[src/rtl/serial_adder_if.sv]
// serial_adder_if: operand/result handshake bundle for serial_adder.
// The optional ovf signal is present only when SERIAL_ADDER_OVF_EN is defined.
// master = operand producer / result consumer, slave = the adder itself.
interface serial_adder_if #(
  parameter int WIDTH = 8
);

  logic             start_valid;
  logic             start_ready;
  logic [WIDTH-1:0] a;
  logic [WIDTH-1:0] b;
  logic             cin;
  logic [WIDTH-1:0] sum;
  logic             cout;
  logic             done_valid;
  logic             done_ready;
  logic             busy;
`ifdef SERIAL_ADDER_OVF_EN
  logic             ovf;
`endif

`ifdef SERIAL_ADDER_OVF_EN
  modport master (
    output start_valid, a, b, cin, done_ready,
    input  start_ready, sum, cout, done_valid, busy, ovf
  );

  modport slave (
    input  start_valid, a, b, cin, done_ready,
    output start_ready, sum, cout, done_valid, busy, ovf
  );
`else
  modport master (
    output start_valid, a, b, cin, done_ready,
    input  start_ready, sum, cout, done_valid, busy
  );

  modport slave (
    input  start_valid, a, b, cin, done_ready,
    output start_ready, sum, cout, done_valid, busy
  );
`endif

endinterface

[src/rtl/serial_adder.sv]
// serial_adder: bit-serial WIDTH-bit adder (WIDTH legal range 1..32).
// One full-adder slice (two half-adder stages plus a registered carry) is
// evaluated per clock, LSB first, so an add takes WIDTH RUN cycles.
// Optional feature: define SERIAL_ADDER_OVF_EN to add the signed
// two's-complement overflow output ovf on the interface.
// The interface instance must be built with the same WIDTH as this module.
//
// state | meaning
// IDLE  | waiting for operands, start_ready=1
// RUN   | one bit processed per cycle, busy=1
// DONE  | result presented, done_valid=1, waiting for done_ready
module serial_adder #(
  parameter int WIDTH = 8
) (
  input logic           clk,
  input logic           rst,
  serial_adder_if.slave bus
);

  localparam logic [1:0] IDLE = 2'd0;
  localparam logic [1:0] RUN  = 2'd1;
  localparam logic [1:0] DONE = 2'd2;

  localparam int             CW       = $clog2(WIDTH + 1);
  localparam logic [CW-1:0]  LAST_BIT = CW'(WIDTH - 1);

  logic [1:0]       state;
  logic [1:0]       state_nxt;

  logic [WIDTH-1:0] a_sr;
  logic [WIDTH-1:0] b_sr;
  logic [WIDTH-1:0] sum_sr;
  logic [WIDTH-1:0] sum_sr_nxt;
  logic [WIDTH-1:0] sum_q;
  logic             cout_q;
  logic             carry;
  logic [CW-1:0]    cnt;

  logic             ai;
  logic             bi;
  logic             s1;
  logic             c1;
  logic             s;
  logic             c2;
  logic             carry_nxt;

  logic             accept;
  logic             last;
  logic             done_hs;

  assign accept  = bus.start_valid && (state == IDLE);
  assign last    = (state == RUN) && (cnt == LAST_BIT);
  assign done_hs = (state == DONE) && bus.done_ready;

  // Full-adder slice: first half adder on the operand bits, second half
  // adder folds in the registered carry.
  always_comb begin
    ai         = a_sr[0];
    bi         = b_sr[0];
    s1         = ai ^ bi;
    c1         = ai & bi;
    s          = s1 ^ carry;
    c2         = s1 & carry;
    carry_nxt  = c1 | c2;
    // New sum bit enters at the MSB so after WIDTH shifts bit 0 is the LSB.
    sum_sr_nxt = (sum_sr >> 1) | (WIDTH'(s) << (WIDTH - 1));
  end

  // Next-state logic for the IDLE/RUN/DONE sequencer.
  always_comb begin
    state_nxt = state;
    case (state)
      IDLE:    if (accept)  state_nxt = RUN;
      RUN:     if (last)    state_nxt = DONE;
      DONE:    if (done_hs) state_nxt = IDLE;
      default:              state_nxt = IDLE;
    endcase
  end

  // State register; reset aborts any operation in flight.
  always_ff @(posedge clk or posedge rst) begin
    if (rst) begin
      state <= IDLE;
    end else begin
      state <= state_nxt;
    end
  end

  // Operand/sum shift registers, carry, bit counter and result capture.
  always_ff @(posedge clk or posedge rst) begin
    if (rst) begin
      a_sr   <= '0;
      b_sr   <= '0;
      sum_sr <= '0;
      carry  <= 1'b0;
      cnt    <= '0;
      sum_q  <= '0;
      cout_q <= 1'b0;
    end else if (accept) begin
      a_sr   <= bus.a;
      b_sr   <= bus.b;
      carry  <= bus.cin;
      cnt    <= '0;
      sum_sr <= '0;
    end else if (state == RUN) begin
      a_sr   <= a_sr >> 1;
      b_sr   <= b_sr >> 1;
      carry  <= carry_nxt;
      cnt    <= cnt + CW'(1);
      sum_sr <= sum_sr_nxt;
      // The visible result only moves on the RUN->DONE step.
      if (last) begin
        sum_q  <= sum_sr_nxt;
        cout_q <= carry_nxt;
      end
    end
  end

`ifdef SERIAL_ADDER_OVF_EN
  logic ovf_q;

  // On the MSB slice the registered carry is the carry into the MSB and
  // carry_nxt the carry out; their XOR is signed overflow.
  always_ff @(posedge clk or posedge rst) begin
    if (rst) begin
      ovf_q <= 1'b0;
    end else if (last) begin
      ovf_q <= carry ^ carry_nxt;
    end
  end

  assign bus.ovf = ovf_q;
`endif

  assign bus.start_ready = (state == IDLE);
  assign bus.busy        = (state == RUN);
  assign bus.done_valid  = (state == DONE);
  assign bus.sum         = sum_q;
  assign bus.cout        = cout_q;

endmodule

[src/flat_wrapper.sv]
// flat-port wrapper written by rule: the top's interface ports become plain ports
module serial_adder_flat 
#(
  parameter int WIDTH = 8
)
  (clk, rst, bus_start_valid, bus_a, bus_b, bus_cin, bus_done_ready, bus_start_ready, bus_sum, bus_cout, bus_done_valid, bus_busy);
  serial_adder_if #(.WIDTH(WIDTH)) bus_i ();
  input logic clk;
  input logic rst;
  input wire logic [$bits(bus_i.start_valid)-1:0] bus_start_valid;
  input wire logic [$bits(bus_i.a)-1:0] bus_a;
  input wire logic [$bits(bus_i.b)-1:0] bus_b;
  input wire logic [$bits(bus_i.cin)-1:0] bus_cin;
  input wire logic [$bits(bus_i.done_ready)-1:0] bus_done_ready;
  output wire logic [$bits(bus_i.start_ready)-1:0] bus_start_ready;
  output wire logic [$bits(bus_i.sum)-1:0] bus_sum;
  output wire logic [$bits(bus_i.cout)-1:0] bus_cout;
  output wire logic [$bits(bus_i.done_valid)-1:0] bus_done_valid;
  output wire logic [$bits(bus_i.busy)-1:0] bus_busy;
  assign bus_i.start_valid = bus_start_valid;
  assign bus_i.a = bus_a;
  assign bus_i.b = bus_b;
  assign bus_i.cin = bus_cin;
  assign bus_i.done_ready = bus_done_ready;
  assign bus_start_ready = bus_i.start_ready;
  assign bus_sum = bus_i.sum;
  assign bus_cout = bus_i.cout;
  assign bus_done_valid = bus_i.done_valid;
  assign bus_busy = bus_i.busy;
  serial_adder #(.WIDTH(WIDTH)) u_core (.clk(clk), .rst(rst), .bus(bus_i));
endmodule
[config.mk]
export PLATFORM = sky130hd
export DESIGN_NAME = serial_adder_flat
export DESIGN_NICKNAME = d
export VERILOG_FILES = /design/src/rtl/serial_adder_if.sv /design/src/rtl/serial_adder.sv /design/src/flat_wrapper.sv
export SDC_FILE = /design/constraint.sdc
export NUM_CORES = 1
export LEC_CHECK = 0
export BUFFER_PORTS_ARGS = -buffer_cell sky130_fd_sc_hd__buf_4
export CORE_ASPECT_RATIO = 1.2
export CORE_MARGIN = 3
export CORE_UTILIZATION = 48
export CTS_CLUSTER_SIZE = 20
export DETAILED_ROUTE_END_ITERATION = 7
export PLACE_DENSITY = 0.77
export SETUP_SLACK_MARGIN = 0.1
export SYNTH_ARGS = -nofsm -noshare
export SYNTH_HDL_FRONTEND = slang
export SYNTH_SLANG_ARGS = --single-unit
[constraint.sdc]
create_clock -name clk -period 1.54 [get_ports clk]
set_clock_uncertainty 0.2 [all_clocks]
set_input_delay 0.077 -clock clk [delete_from_list [all_inputs] [get_ports clk]]
set_output_delay 0.077 -clock clk [all_outputs]
set_load 0.02 [all_outputs]
**Yosys cells after proc, flatten, opt, wreduce, memory -nomap -nowiden**

Cells that the tools add are included.

- Input bits: 21
- Output and inout bits: 12
- Bits in registers: 40
- Logic and storage cells: 43

- Equality and inequality tests: 6
- Bitwise operators: 7
- Multiplexer cells: 14
- Reduce and logical (&&, ||, !) cells: 7
- Add/sub/neg operators: 1

Operators with widths:

| cell | number |
|---|---|
| 8-bit 2-to-1 mux | 6 |
| 4-bit 2-to-1 mux | 2 |
| 7-bit by 8-bit bitwise OR with 8-bit output | 1 |
| 2-bit 2-to-1 mux | 3 |
| 2-bit by 1-bit inequality test with 1-bit output, second input constant | 3 |
| 2-bit case mux with 3 select lines | 1 |
| 3-bit AND reduction | 2 |
| 4-bit by 1-bit adder with 4-bit output, second input constant | 1 |
| 4-bit by 3-bit equality test with 1-bit output, second input constant | 1 |
| 1-bit logical AND | 3 |
| 1-bit AND | 2 |
| 2-bit by 1-bit equality test with 1-bit output, second input constant | 1 |
| 2-bit equality test, second input constant | 1 |
| 2-bit zero test | 1 |
| 1-bit 2-to-1 mux | 2 |
| 2-bit nonzero test | 1 |
| 1-bit bitwise XOR | 2 |
| 1-bit inverter | 1 |
| 1-bit bitwise OR | 1 |

**Depth between registers and ports, before layout**

- Depth after elaboration: 5
- Gate-level depth with buffers: 6
- Mapped depth without buffers: 4

**Worst setup path before layout**

OpenSTA, ideal clock, no wires.

- Path type: register -> register
- Start point: register u_core.state[1]
- End point: register u_core.cout_q, in the netlist u_core.bus.cout
- Slack: -0.154 ns
- Cell stages (with the launch flop): 5
- Arrival: 1.369 ns
- Required time: 1.215 ns
- Path buffers: 1
- Setup time: 0.125 ns
- Clock period less this slack: 1.694 ns
- Cells stage by stage: dfrtp_1 -> nand2b_1 -> buf_6 -> nor3_4 -> mux2_2

- Cells in the longest elaborated chain, start to end: 4

RTL lines:

| item | RTL line | RTL |
|---|---|---|
| from (decl) | serial_adder.sv:27 | `logic [1:0] state;` |
| from (signal assigned) | serial_adder.sv:85 | `state <= state_nxt;` |
| 2-bit zero test | serial_adder.sv:51 | `assign accept = bus.start_valid && (state == IDLE);` |
| 1-bit logical AND | serial_adder.sv:51 |  |
| 1-bit inverter (no line) | -- |  |
| 3-bit AND reduction (no line) * | -- |  |
| to (signal assigned) | serial_adder.sv:114 | `cout_q <= carry_nxt;` |
| to (decl) | serial_adder.sv:35 | `logic cout_q;` |

Every way passes the cells marked *; elsewhere a longest branch is shown, timed or not.
A chain may end at the register's enable or synchronous reset.

**Final worst setup path**

- Start point: register u_core.cnt[1]
- End point: register u_core.sum_q[5], in the netlist u_core.bus.sum[5]

- Cells in the longest elaborated chain, start to end: 3

RTL lines:

| item | RTL line | RTL |
|---|---|---|
| from (decl) | serial_adder.sv:37 | `logic [CW-1:0] cnt;` |
| from (signal assigned) | serial_adder.sv:109 | `cnt <= cnt + CW'(1);` |
| 4-bit by 3-bit equality test with 1-bit output | serial_adder.sv:52 | `assign last = (state == RUN) && (cnt == LAST_BIT);` |
| 1-bit logical AND | serial_adder.sv:52 |  |
| 3-bit AND reduction (no line) | -- |  |
| to (signal assigned) | serial_adder.sv:113 | `sum_q <= sum_sr_nxt;` |
| to (decl) | serial_adder.sv:34 | `logic [WIDTH-1:0] sum_q;` |

No other way between the ends.

==> summary.md <==
| Metric | Value |
|---|---|
| Clk sinks | `39` |
| Routed wire length per instance | `18.4 um` |
| Post-route core utilization | `0.879` |
| Share of cells above drive strength 1 | `0.525` |
| Final setup violation count | `20` |
| Largest net degree at the start of global routing | `40` |
| Pre-antenna DRT Iters | `4` |
| Netlist Area Pre-Place | `roughly 0.0016 sq mm` |
| Failing checks | `setup timing` |
| Die Y | `between 60 and 70 um` |
| Met3 Usage GRT | `0.0555` |
| Worst stage delay on the critical path | `0.42 ns` |
| Iteration-0 DRC count of the detailed router | `between 90 and 100` |
| Via/cell ratio | `5.51` |
| Final worst-path cycle share | `1.10` |
| Num CTS Buffers | `5` |
| Final Max Slew Viols | `0` |
| Worst setup path class | `reg -> reg` |
| Initial antenna violation count | `0` |
| Global-route wire length before repair | `between 7 and 8 mm` |
| Crit path launch type | `register` |
| Outcome | `finished with violations` |
| Sw Pwr | `0.00206 W` |
| Sw Share | `0.389` |
| Reg2Reg Capture Point | `u_core.bus.sum[5]` |
| Commonest non-fill, non-tap cells in the layout | `nand2_1, buf_4, dfrtp_1` |
| Peak supply drop | `0.00158 V` |
| RSZ-0062 raised after global routing | `true` |
| Vias in the first global route | `1604` |
| Initial Util | `0.517` |
| Setup_tns | `-1.50 ns` |
| Gr usage total | `0.243` |
| Leakage | `1.35 nW` |
| Slew margin rel. | `0.670` |
| FF-to-FF path depth | `5` |
| ANT cells | `0` |
| Fillers | `144` |
| Worst Tran Pin Value | `0.495 ns` |
| Wirelength, routed | `5.05 mm` |
| Delay-heaviest family, CP | `flip-flops` |
| Most Used Layer, Global Route | `met2` |
| Syn nets | `177` |
| # nets final | `260` |
| Buf+Inv Stages, Crit Path | `1` |
| Worst hold stages | `6` |
| Crit-path cells | `ha_2, nand2_4, nor3_4, buf_12, mux2_2` |
| Min Clock Period, post-route | `1.70 ns` |
| Final WS setup | `-0.156 ns` |
| GR Util met2 | `0.443` |
| Gpl congestion | `slightly above 0.7` |
| Synthesized area per cell | `about 11 sq um` |
| Met1 usage | `0.275` |
| Die W | `59.3 um` |
| Synth-to-Final Area Change | `70.0%` |
| H-tree levels | `2` |
| R2R Setup Slk | `-0.16 ns` |
| Hold Crit Class | `in -> reg` |
| Min-delay src | `bus_start_valid` |
| CTS tree | `yes` |
| Power Internal | `0.00323 W` |
| Syn. warnings | `0` |
| Top Ports | `33` |
| Routed vias | `roughly 1500` |
| Row cnt | `22` |
| Worst setup EP type | `register` |
| Pre-CTS setup slack | `-0.143 ns` |
| Seq/Total Area, Yosys | `0.596` |
| CP max-delay cell | `dfrtp_1` |
| Part of the power in registers | `0.340` |
| Max-capacitance violation count | `0` |
| Core Area | `0.00317 sq mm` |
| Reg-to-reg startpoint | `u_core.cnt[1]` |
| Peak Freq | `between 500 and 600 MHz` |
| WP data required | `1.59 ns` |
| Clk slew on worst S/H paths | `between 0.1 and 0.15 ns` |
| Detailed Place HPWL | `roughly 2.4 mm` |
| Comb power frac | `0.544` |
| IO buf count | `32` |
| #FFs+latches synth | `39` |
| Post-synth cell types | `21` |
| GR Overflow Total | `0` |
| Post-route ant nets | `0` |
| Pwr/cell area | `1900 mW/mm^2` |
| Latest clock arrival within the worst-skew pair | `~0.35 ns` |
| Critical path arrival | `1.74 ns` |
| Final hold viol count | `0` |
| Post-route DRC | `0` |
| Crit Path Max Fanout | `9` |
| Clock group share of total power | `0.116` |
| CTS root buf | `clkbuf_4` |
| Full die area | `about 0.0042 sq mm` |
| WHS Endpoint | `u_core.a_sr[7]` |
| Cells after synthesis | `154` |
| Max clock buf depth | `2` |
## power by group through the flow
stage | Clock, W | Combinational, W | Sequential (W)
global placement | 0 | 0.00159 | 0.00169
detailed placement | 0 | 0.00166 | 0.00173
global route | 0.000664 | 0.00305 | 0.00184
CTS | 0.000604 | 0.00252 | 0.00176
floorplan | 0 | 0.000925 | 0.00179
finish | 0.000613 | 0.00288 | 0.00179
## cells in the mapped netlist
| master | number | area, sq um |
|---|---|---|
| nand2_1 | 52 | 195 |
| dfrtp_1 | 39 | 976 |
| a22oi_1 | 15 | 113 |
| o21ai_0 | 12 | 60.1 |
| mux2_2 | 9 | 101 |
| buf_2 | 4 | 20.0 |
| clkbuf_1 | 3 | 11.3 |
| nand2b_1 | 3 | 18.8 |
| a21o_1 | 2 | 15.0 |
| inv_1 | 2 | 7.51 |
| nor3b_1 | 2 | 15.0 |
| o21bai_1 | 2 | 15.0 |
| buf_6 | 1 | 11.3 |
| clkinv_1 | 1 | 3.75 |
| fa_1 | 1 | 20.0 |
| ha_1 | 1 | 12.5 |
| mux2i_1 | 1 | 10.0 |
| nand4_1 | 1 | 6.26 |
| nor2_1 | 1 | 3.75 |
| nor2b_1 | 1 | 6.26 |
| nor3_4 | 1 | 16.3 |
## routing by layer
layer  part of all wire  vias to the layer above
met1               0.40                      775
met3              0.035                        8
met2               0.56                       44
met4              0.012                        0
li1                   -                      684
met5                  0                        -
## worst max path at each step
stage / from / endpoint / slack [ns] / cells past startpoint
2_1_floorplan: u_core.cnt[0] / u_core.bus.cout / -0.13 / 4
3_3_place_gp: u_core.cnt[0] / u_core.bus.sum[5] / -0.07 / 5
3_5_place_dp: u_core.cnt[0] / u_core.bus.cout / -0.14 / 5
4_1_cts: u_core.cnt[0] / u_core.bus.sum[5] / -0.07 / 5
5_1_grt: u_core.cnt[1] / u_core.bus.sum[6] / -0.21 / 5
6_report: u_core.cnt[1] / u_core.bus.sum[5] / -0.16 / 5
## worst min-delay path, stage by stage
cell and delay, ns:
buf_4 0.12, nor3b_4 0.14, buf_6 0.13, buf_8 0.14
nand2_2 0.05, o21ai_2 0.04
## sequential cells by signal, summed over array words and instances, names as in the netlist
| register | flops |
|---|---|
| u_core.a_sr | 8 |
| u_core.b_sr | 8 |
| u_core.bus.cout | 1 |
| u_core.bus.sum | 8 |
| u_core.carry | 1 |
| u_core.cnt | 4 |
| u_core.state | 2 |
| u_core.sum_sr | 7 |
## kinds of logic (layout without fill, tap and decap cells)
family | Yosys count | after routing | synth area share
AOI/OAI and AO/OA | 31 | 31 | 0.124
adders and majority gates | 2 | 2 | 0.0199
buffers and inverters | 11 | 95 | 0.0328
DFF | 39 | 39 | 0.596
muxes | 10 | 10 | 0.0680
and+or+nand+nor | 61 | 61 | 0.160
## per-stage QoR
stage | total power, W | instance area, sq um | std cells | hold WS [ns]
after floorplan | 0.00272 | 1650 | 154 | -0.00616
after global placement | 0.00328 | 2020 | 230 | 0.0189
after detailed placement | 0.00339 | 2020 | 230 | 0.0287
after CTS | 0.00488 | 2680 | 271 | 0.175
after global routing | 0.00556 | 2780 | 274 | 0.184
final | 0.00528 | 2780 | 274 | 0.177
## timing repair
| action | 4_1_cts | 5_1_grt |
|---|---|---|
| endpoints found under the setup margin | 37 | 41 |
| pin swaps | 42 | 19 |
| resized for setup | 69 | 27 |
| hold buffers | 20 | 0 |
| buffers inserted | 9 | 4 |
| hold endpoints to repair | 57 | 0 |
| gates cloned | 4 | 1 |
## layout make-up
| class | count | area, sq um | share of cell area |
|---|---|---|---|
| Clock buffer | 8 | 68.8 | 0.0247 |
| Inverter | 3 | 16.3 | 0.00584 |
| Multi-Input combinational cell | 104 | 835 | 0.300 |
| Sequential cell | 39 | 976 | 0.351 |
| Tap cell | 36 | 45.0 | 0.0162 |
| Timing Repair Buffer | 84 | 843 | 0.303 |
Power figures use the tool's default switching activity.
